<file path="src/rtl/uart_tx_fifo.sv">
// Console transmit buffer: bus-written bytes are queued and drained to the
// uarttx serializer over its charin/txen/busy handshake; the CPU never stalls.
module uart_tx_fifo #(
  parameter int DEPTH  = 16,
  parameter int BUSYTO = 4
) (
  input  logic       clk,
  input  logic       rst,
  input  logic       wen,
  input  logic [1:0] waddr,
  input  logic [7:0] wdata,
  input  logic       ren,
  input  logic [1:0] raddr,
  output logic [7:0] rdata,
  output logic [7:0] charout,
  output logic       txen,
  input  logic       uartbusy,
  output logic       empty,
  output logic       full
);

  localparam int PW = (DEPTH > 1) ? $clog2(DEPTH) : 1;
  localparam int TW = (BUSYTO > 1) ? $clog2(BUSYTO) : 1;
  localparam logic [4:0]    DEPTH_C = 5'(DEPTH);
  localparam logic [TW-1:0] TO_LAST = TW'(BUSYTO - 1);

  typedef enum logic [1:0] {IDLE, SEND, RISE, FALL} state_t;

  state_t        state;
  logic [7:0]    mem [DEPTH];
  logic [PW-1:0] wptr, rptr;
  logic [4:0]    count, count_nxt;
  logic          overflow;
  logic [TW-1:0] tcnt;

  logic push_req, push, pop, flush, oclr;

  // full is the registered flag, so a push on a full FIFO is dropped even if
  // the drain pops in the same cycle.
  always_comb begin
    push_req = wen && (waddr == 2'd0);
    push     = push_req && !full;
    flush    = wen && (waddr == 2'd1) && wdata[0];
    oclr     = wen && (waddr == 2'd1) && wdata[1];
    pop      = (state == IDLE) && !empty && !uartbusy;
    count_nxt = count;
    if (flush)
      count_nxt = 5'd0;
    else if (push && !pop)
      count_nxt = count + 5'd1;
    else if (!push && pop)
      count_nxt = count - 5'd1;
  end

  always_ff @(posedge clk) begin
    if (push) mem[wptr] <= wdata;
  end

  always_ff @(posedge clk) begin
    if (rst) begin
      wptr     <= '0;
      rptr     <= '0;
      count    <= 5'd0;
      empty    <= 1'b1;
      full     <= 1'b0;
      overflow <= 1'b0;
      rdata    <= 8'h00;
    end else begin
      if (flush) begin
        wptr <= '0;
        rptr <= '0;
      end else begin
        if (push) wptr <= wptr + 1'b1;
        if (pop)  rptr <= rptr + 1'b1;
      end
      count <= count_nxt;
      empty <= (count_nxt == 5'd0);
      full  <= (count_nxt == DEPTH_C);
      // Set beats clear when both land in the same cycle.
      if (push_req && full)
        overflow <= 1'b1;
      else if (oclr)
        overflow <= 1'b0;
      if (ren)
        rdata <= (raddr == 2'd0) ? {count, overflow, full, empty} : 8'h00;
    end
  end

  // Drain FSM. A missing busy response past BUSYTO cycles still consumes the
  // character; there is no retry.
  always_ff @(posedge clk) begin
    if (rst) begin
      state   <= IDLE;
      charout <= 8'h00;
      txen    <= 1'b0;
      tcnt    <= '0;
    end else begin
      txen <= 1'b0;
      case (state)
        IDLE: if (pop) begin
          charout <= mem[rptr];
          txen    <= 1'b1;
          state   <= SEND;
        end
        SEND: begin
          tcnt  <= '0;
          state <= RISE;
        end
        RISE: begin
          if (uartbusy)
            state <= FALL;
          else if (tcnt == TO_LAST)
            state <= IDLE;
          else
            tcnt <= tcnt + 1'b1;
        end
        FALL: if (!uartbusy) state <= IDLE;
        default: state <= IDLE;
      endcase
    end
  end

  a_count_range: assert property (@(posedge clk) disable iff (rst) count <= DEPTH_C);
  a_txen_send:   assert property (@(posedge clk) disable iff (rst) txen == (state == SEND));

endmodule

</file>
<file path="config.mk">
export PLATFORM = sky130hd
export DESIGN_NAME = uart_tx_fifo
export DESIGN_NICKNAME = d
export VERILOG_FILES = /design/src/rtl/uart_tx_fifo.sv
export SDC_FILE = /design/constraint.sdc
export NUM_CORES = 1
export LEC_CHECK = 0
export CORE_AREA = 2 2 126 140
export CTS_CLUSTER_DIAMETER = 120
export DETAILED_ROUTE_END_ITERATION = 10
export DIE_AREA = 0 0 128 142
export GPL_ROUTABILITY_DRIVEN = 1
export PLACE_DENSITY_LB_ADDON = 0.2
export REMOVE_ABC_BUFFERS = 1
export SLEW_MARGIN = 20
export SYNTH_ARGS = -nofsm -noshare
export SYNTH_HDL_FRONTEND = slang
export SYNTH_SLANG_ARGS = --single-unit
</file>
<file path="constraint.sdc">
create_clock -name clk -period 4.9 [get_ports clk]
set_clock_uncertainty 0.15 [all_clocks]
set_input_delay 1.47 -clock clk [delete_from_list [all_inputs] [get_ports clk]]
set_output_delay 1.47 -clock clk [all_outputs]
set_load 0.03 [all_outputs]
</file>
# Word-level counts from Yosys, hierarchy flattened
# Memory sizes are Yosys's and may differ from the RTL's. A register that Yosys moved wholly into a read port is not among the register bits.
# Cells that the tools add are included.
totals:
  ramBits: 128
  memories: 1
  inputBits: 17
  wordCells: 71
  register_bits: 29
classes:
  mux: 17
  n_eq_ne: 11
  reduce_logical: 26
  n_addsub: 5
  bitwise_logic: 1
memory_table:
  columns: ["name", "depth", "word_bits", "rd", "rd_clocked_by_memory_dff", "wr", "line", "rtl"]
  rows:
  - ["mem", 16, 8, 1, 1, 1, "30", "logic [7:0] mem [DEPTH];"]
ops:
  columns: ["op", "count"]
  rows:
  - ["$mux 5", 3]
  - ["$mux 2", 6]
  - ["$logic_and 1x1->1", 10]
  - ["$add 4x1->4 const B", 2]
  - ["$mux 8", 1]
  - ["$ne 2x2->1 const B", 4]
  - ["$pmux 2 s4", 1]
  - ["$eq 2x2->1 const B", 3]
  - ["$logic_not 2->1", 3]
  - ["$reduce_and 3->1", 2]
  - ["$add 5x1->5 const B", 1]
  - ["$eq 5x5->1 const B", 1]
  - ["$logic_not 1->1", 5]
  - ["$logic_not 5->1", 1]
  - ["$mux 1", 5]
  - ["$sub 5x1->5 const B", 1]
  - ["$eq 2x1->1 const B", 2]
  - ["$pmux 2 s2", 1]
  - ["$reduce_bool 2->1", 2]
  - ["$reduce_or 2->1", 2]
  - ["$ne 3x3->1 const B", 1]
  - ["$add 2x1->2 const B", 1]
  - ["$reduce_and 2->1", 1]
  - ["$not 1->1", 1]

# Depth between registers and ports, before layout
# Gate-level depths: netlist (run 1).
logic_depth:
  word_depth: 9
  depth_mapped: 7

# Least setup slack after synthesis (run 1)
# OpenSTA, ideal clock, no wires.
synth_timing:
  kind: "input -> register"
  from: "input waddr[0]"
  to: "memory mem[3][0], enable pin"
  setup_slack_ns: 1.610
  setup_ns: 0.383
  n_path_buf: 1
  cell_stages: 4
  arrival_ns: 2.757
  path_cell_list: "nor4b_2 buf_2 nand2_1 nor3_1"
synth_between:
  elab_chain_len: 5
synth_lines:
  columns: ["item", "line", "rtl"]
  rows:
  - ["from (decl)", "10", "input logic [1:0] waddr,"]
  - ["$logic_not 2->1", "41", "push_req = wen && (waddr == 2'd0);"]
  - ["$logic_and 1x1->1", "41", null]
  - ["$logic_and 1x1->1", "42", "push = push_req && !full;"]
  - ["$mux 1", "56", "if (push) mem[wptr] <= wdata;"]
  - ["$mux 1 (implied by the code)", "56", null]
  - ["to (decl)", "30", null]
# No other way between the ends.

# Worst setup path in the final report (run 1)
layout_timing:
  from: "input uartbusy"
  to: "register empty"
layout_between:
  elab_chain_len: 7
  word_cells_on_any_way: 9
layout_lines:
  columns: ["item", "line", "rtl"]
  rows:
  - ["from (decl)", "17", "input logic uartbusy,"]
  - ["$logic_not 1->1 *", null, null]
  - ["$logic_and 1x1->1 *", "45", "pop = (state == IDLE) && !empty && !uartbusy;"]
  - ["$logic_and 1x1->1 or $logic_not 1->1 (tied branches)", "51, 49", null]
  - ["$mux 5 or $logic_and 1x1->1 (tied branches)", "51, 49", null]
  - ["$mux 5 *", "49", "else if (push && !pop)"]
  - ["$mux 5 *", "47", "if (flush)"]
  - ["$logic_not 5->1 *", "77", "empty <= (count_nxt == 5'd0);"]
  - ["to (signal assigned)", "77", null]
  - ["to (decl)", "18", "output logic empty,"]
# Every way passes the cells marked *; elsewhere a longest branch is shown, timed or not.
# A chain may end at the register's enable or synchronous reset.

==> results.md, run 1 <==
- Sw Ratio: between 20 and 30%
- CP Class: input pin to flip-flop
- CTS tree: built
- Post-Syn Area per Cell: roughly 16 um^2
- Seq pwr share: between 50% and 60%
- Layout cell share with drive strength beyond 1: between 10% and 20%
- I/O pin cnt: 36
- Gate power share: between 10% and 20%
- GP Congestion: 0.811
- DR DRC count: 0
- Setup WS post-layout: approximately 1300 ps
- DP Wirelength: between 8000 and 9000 um
- Starting Density: a little under 40%
- Die height: 142 um
- Gr usage total: about 16%
- Slew margin rel.: about two fifths
- ANT cells: 0
- CTS Buf Count: 17
- Core Area: around 0.017 mm^2
- CTS resizes: 0
- Final worst path period need: between 3000 and 4000 ps
- Remaining antenna violation count after routing: 0
- Pwr Density: ~420 mW/mm^2
- Worst Setup End Kind: flip-flop
- Final period utilization: 74.2%
- DRT iter0 DRCs: between 200 and 300
- First-pass GRT wire length: 20800 um
- Reg-to-reg startpoint: rptr[0]
- Final setup viols: 0
- NetSw: 0.835 mW
- Pint: 2.40 mW
- Fin. Hold Viols: 0
- Seq/Total Area, Yosys: 69.6%
- Clock Root Buffer: clkbuf_16
- Final Max Tran Viols: 0
- Vias: 3621
- Syn Std Cell Area: between 0.006 and 0.007 mm^2
- Die width: roughly 130 um
- CP startpoint: uartbusy
- Hold-fix buffers, CTS: 0
- Synth Warn #: 0
- Max Root-Sink Buffers: 2
- CTS Sinks: 165
- Min-Delay Path Class: flip-flop to flip-flop
- Yosys cell types: 45
- Hold Crit Start: rdata[6]
- Syn Inst Count: between 400 and 500
- Fin cells: between 600 and 700
- Max-cap violation count: 0
- Worst slack, placed: between 800 and 900 ps
- Setup Fix Bufs, Post-CTS: 0
- Worst path arrival time: 3790 ps
- Unrepaired setup endpoints after global routing: false
- GRT overflow: 0
- WL per Instance: slightly below 20 um
- Critical path fanouts, max: 24
- DRT Pass-1 Iters: 4
- Initial antenna violation count: 0
- Later-pin clock latency in the skew report: roughly 420 ps
- Port Buffers: 35
- Std cell rows: 50
- Max VDD drop: between 200 and 250 uV
- Post-DR vias/cell: ~5.3
- Leak Pwr: around 2.5 nW
- Setup_tns: 0 ps
- NumNets Final: 493
- Synthesis-to-layout area growth: 17.8%
- Largest net degree at the start of global routing: 36
- Worst setup SP type: input pin
- Critical path data required time: 5050 ps
- Vias in the first global route: between 3000 and 4000
- Status: finished clean
- Worst Max-Slew Pin Slew: a little over 900 ps
- Flops & latches, synth: ~170
- Clk pwr share: 36.9%
- Reg clk slew, reported paths: 60 ps
- Wirelength, routed: roughly 14000 um
- H-tree levels: 4
- Dpl cells: 657
- FMAX: 275 MHz
- Total die area: about 0.018 mm^2
- Power Total: about 3.2 mW
## state kept, by name, indices dropped and copies added (netlist names)
name and flops:
overflow 1, rdata 8, charout 8, txen 1
rptr 4, count 5, wptr 4, state 2
full 1, tcnt 2, mem 128, empty 1
## final timing paths
kind                endpoint  cells after the start  slack (ps)
setup / recovery       empty                      6        1260
hold / removal      rdata[6]                      2         320
setup reg to reg  charout[3]                      6        2150
hold reg to reg     rdata[6]                      2         320
## logic make-up after synthesis
logic type | count (synthesis) | share of synthesized area [%]
flip-flops | 165 | 69.6
AND/OR/NAND/NOR | 111 | 8.61
AO/OA/AOI/OAI | 63 | 5.97
buffers and inverters | 33 | 2.17
multiplexers | 33 | 11.1
adder cells (fa/ha/maj) | 8 | 1.52
XOR/XNOR | 7 | 1.04
## synthesized netlist by cell type (all sizes together)
cell    count  area share [%]
edfxtp    128              58
inv         7            0.40
a32o        1            0.15
a21oi      36             2.8
mux2i       1            0.15
o22ai       1           0.095
clkbuf     14            0.82
nand2      18             1.0
o21ai       2            0.15
nor2       40             2.3
nor4b       1            0.23
nor3b       2            0.30
nand4       3            0.28
a21o        1            0.11
or4b        1            0.15
o31ai       1            0.19
nor2b       3            0.28
buf        12            0.95
mux4       32              11
and2        1           0.095
nand2b     11             1.0
or4         1            0.11
nor3        8            0.78
a211oi      3            0.42
and3        3            0.28
nand3      16             1.2
xnor2       3            0.51
xor2        4            0.53
a31oi       1           0.095
nor4        1            0.32
ha          8             1.5
dfxtp      37              11
or2         1           0.095
o31a        1            0.13
or3         1           0.095
a22oi      16             1.8
## per-layer routing
metal | track usage, % | routed length (um) | vias to the layer above
li1 | - | - | 1710
met4 | 5.61 | 178 | 0
met3 | 3.61 | 571 | 13
met5 | 0 | 0 | -
met2 | 27.8 | 7070 | 88
met1 | 19.3 | 5810 | 1810
## cell usage in the layout, fill, tap and decap left out, types with 3 or more instances in the layout
master | Yosys | layout
nand4_1 | 3 | 3
a22oi_1 | 16 | 16
a21oi_1 | 35 | 35
edfxtp_1 | 128 | 128
nor2b_1 | 3 | 3
buf_4 | 0 | 20
dfxtp_1 | 37 | 36
mux4_2 | 32 | 32
ha_1 | 8 | 8
nand2_1 | 18 | 18
nand2b_1 | 11 | 11
clkdlybuf4s50_1 | 0 | 35
inv_1 | 7 | 7
and3_1 | 3 | 3
inv_6 | 0 | 5
nand3_1 | 16 | 16
clkbuf_16 | 0 | 17
xor2_1 | 4 | 4
nor2_1 | 40 | 40
nor3_1 | 7 | 7
clkinv_2 | 0 | 3
## cell type report
cell class | count | area, um^2
fill | 1445 | 9010
sequential | 165 | 4590
multi-input combinational | 222 | 1860
timing repair buffer | 55 | 500
clock buffer | 18 | 429
tap | 208 | 260
clock inverter | 13 | 98.8
inverter | 7 | 26.3
## metrics by stage
step	area [um^2]	hold slack, ps	utilization, %
floorplan	6470	305	-
global placement	7230	304	43.1
detailed placement	7230	310	43.1
CTS	7760	320	46.3
global route	7760	335	46.3
finish	7760	319	46.3
## critical path: stages
cell             delay, ps
clkdlybuf4s50_1        640
or4_1                  740
nand2_1                210
a32o_1                 310
a31oi_1                320
o31ai_2                 90
## power by group through the flow
stage               registers, mW  clock network, mW  logic (mW)
floorplan                    1.68                  0       0.248
finish                       1.62               1.20       0.422
global route                 1.63               1.29       0.458
detailed placement           1.65                  0       0.424
CTS                          1.62               1.23       0.426
global placement             1.65                  0       0.418
Note: power is estimated with default switching activity, not from simulation.
==> run 2, diff against run 1 <==
==> constraint.sdc (replaced) <==
create_clock -name clk -period 3.5 [get_ports clk]
set_clock_uncertainty 0.15 [all_clocks]
set_input_delay 1.05 -clock clk [delete_from_list [all_inputs] [get_ports clk]]
set_output_delay 1.05 -clock clk [all_outputs]
set_load 0.03 [all_outputs]
==> results.md, run 2 (same netlist as run 1, synthesis figures left out) <==
- Status: finished clean
- Total die area: about 0.018 mm^2
- Vias in the first global route: around 3900
- DR DRC count: 0
- Core Util, Final: 46.8%
- Final period utilization: between 80 and 90%
- ANT cells: 0
- Fin cells: between 600 and 700
- Fillcell total: 1450
- Reg clk slew, reported paths: 70 ps
- WL per Instance: 19.6 um
- Core Area: 0.0168 mm^2
- Final worst path period need: 2910 ps
- Worst Max-Slew Pin Slew: roughly 810 ps
- Post-DR vias/cell: 5.33
- Unrepaired setup endpoints after global routing: false
- Layout cell share with drive strength beyond 1: between 10% and 20%
- Remaining antenna violation count after routing: 0
- DRT Pass-1 Iters: 5
- CP startpoint: uartbusy
- Initial antenna violation count: 0
- Critical path data required time: approximately 3700 ps
- Starting Density: around 39%
- Flop2flop setup slack: around 1200 ps
- FMAX: around 340 MHz
- CTS resizes: 0
- Hold-fix buffers, CTS: 0
- Final setup viols: 0
- GRT overflow: 0
- H-tree levels: 4
- Worst path arrival time: just over 3000 ps
- Setup_tns: 0 ps
- Max-cap violation count: 0
- CP max stage cell: or4_1
- FF-to-FF End: charout[3]
- I/O pin cnt: 36
- Most flops, register: mem
- Leak Pwr: ~2.5 nW
- Die width: about 130 um
- DP Wirelength: between 8000 and 9000 um
- Clock Root Buffer: clkbuf_16
- Fin. Hold Viols: 0
- CP endpoint: empty
- Setup Fix Bufs, Post-CTS: 0
- R2R cell count: 6
- Max VDD drop: about 340 uV
- Reg-to-reg startpoint: rptr[0]
- CTS tree: built
- Wirelength, routed: 13600 um
- Gr usage total: around 16%
- CP cell instances: clkdlybuf4s50_1 -> or4_1 -> o21ai_1 -> a32o_1 -> a31oi_1 -> o31ai_2
- Worst setup SP type: input pin
- Slew margin rel.: between 40% and 50%
- CTS Sinks: roughly 170
- NumNets Final: between 400 and 500
- Worst path max stage delay: between 700 and 800 ps
- Sw Ratio: ~25%
- Clk pwr share: 37.7%
- Critical path fanouts, max: 12
- Synthesis-to-layout area growth: 19.1%
- Std cell rows: 50
- Most frequent cells in the layout: edfxtp_1 (128), nor2_1 (40), dfxtp_1 (36)
- Min-Delay Path Class: flip-flop to flip-flop
- First-pass GRT wire length: about 21000 um
- NetSw: between 1 and 1.5 mW
- CP Class: input pin to flip-flop
- Max Root-Sink Buffers: 2
- Seq pwr share: between 40% and 50%
- Final Max Tran Viols: 0
- Worst slack, placed: roughly 170 ps
- Pint: approximately 3.5 mW
- Port Buffers: 35
- Die height: between 100 and 150 um
- Pwr Density: a little under 600 mW/mm^2
- Setup WS post-layout: ~590 ps
- Later-pin clock latency in the skew report: 420 ps
- GP Congestion: around 0.77
- CTS Buf Count: 17
- Dpl cells: approximately 660
- Worst Setup End Kind: flip-flop
- Commonest non-fill, non-tap cell in the layout: edfxtp_1
- Number of flip-flops in the largest register: 128
- Largest net degree at the start of global routing: 27
- Biggest regs: mem (128), charout (8), rdata (8)
- DRT iter0 DRCs: 282
- Vias: roughly 3700
- Gate power share: 13.6%
run 2: per-stage QoR:
stage / power (mW) / hold slack (ps) / area (um^2)
after floorplan: 2.70 / 305 / 6470
after global placement: 2.92 / 307 / 7290
after detailed placement: 2.93 / 314 / 7290
after CTS: 4.67 / 324 / 7840
after global routing: 4.83 / 345 / 7840
final: 4.62 / 318 / 7840
run 2: final cells by class:
cell class | count | area, um^2 | share of cell area (%)
clock inverters | 14 | 124 | 1.58
flip-flops and latches | 165 | 4590 | 58.5
multi-input cells | 222 | 1860 | 23.7
inverters | 7 | 26.3 | 0.335
well taps | 208 | 260 | 3.32
clock buffers | 18 | 429 | 5.47
repair buffers | 61 | 558 | 7.12
run 2: worst min-delay path by stage:
stage / startpoint / end / slack [ps] / cells after the start
detailed placement: rdata[7] / rdata[7] / 310 / 2
finish: rdata[5] / rdata[5] / 320 / 2
floorplan: count[4] / rdata[7] / 300 / 2
global placement: rdata[1] / rdata[1] / 310 / 2
global route: rdata[0] / rdata[0] / 340 / 2
CTS: rdata[5] / rdata[5] / 320 / 2
run 2: per-layer routing:
| layer | GRT usage [%] | part of all wire [%] | up-vias | wire (um) |
|---|---|---|---|---|
| met5 | 0 | 0 | - | 0 |
| met4 | 5.78 | 1.8 | 0 | 241 |
| met3 | 3.91 | 4.0 | 13 | 541 |
| met2 | 29.0 | 53 | 99 | 7180 |
| met1 | 19.2 | 41 | 1868 | 5630 |
| li1 | - | - | 1724 | - |
run 2: power groups by stage:
stage	sequential (mW)	clock (mW)	combinational (mW)
final	2.25	1.74	0.628
after global routing	2.26	1.88	0.688
after CTS	2.25	1.79	0.636
after detailed placement	2.29	0	0.633
after global placement	2.29	0	0.625
after floorplan	2.35	0	0.347
run 2: critical path, delay by kind of cell:
kind / cells / cell delay, ps
compound gates: 4 / 740
buf+inv: 1 / 550
simple gates: 1 / 750
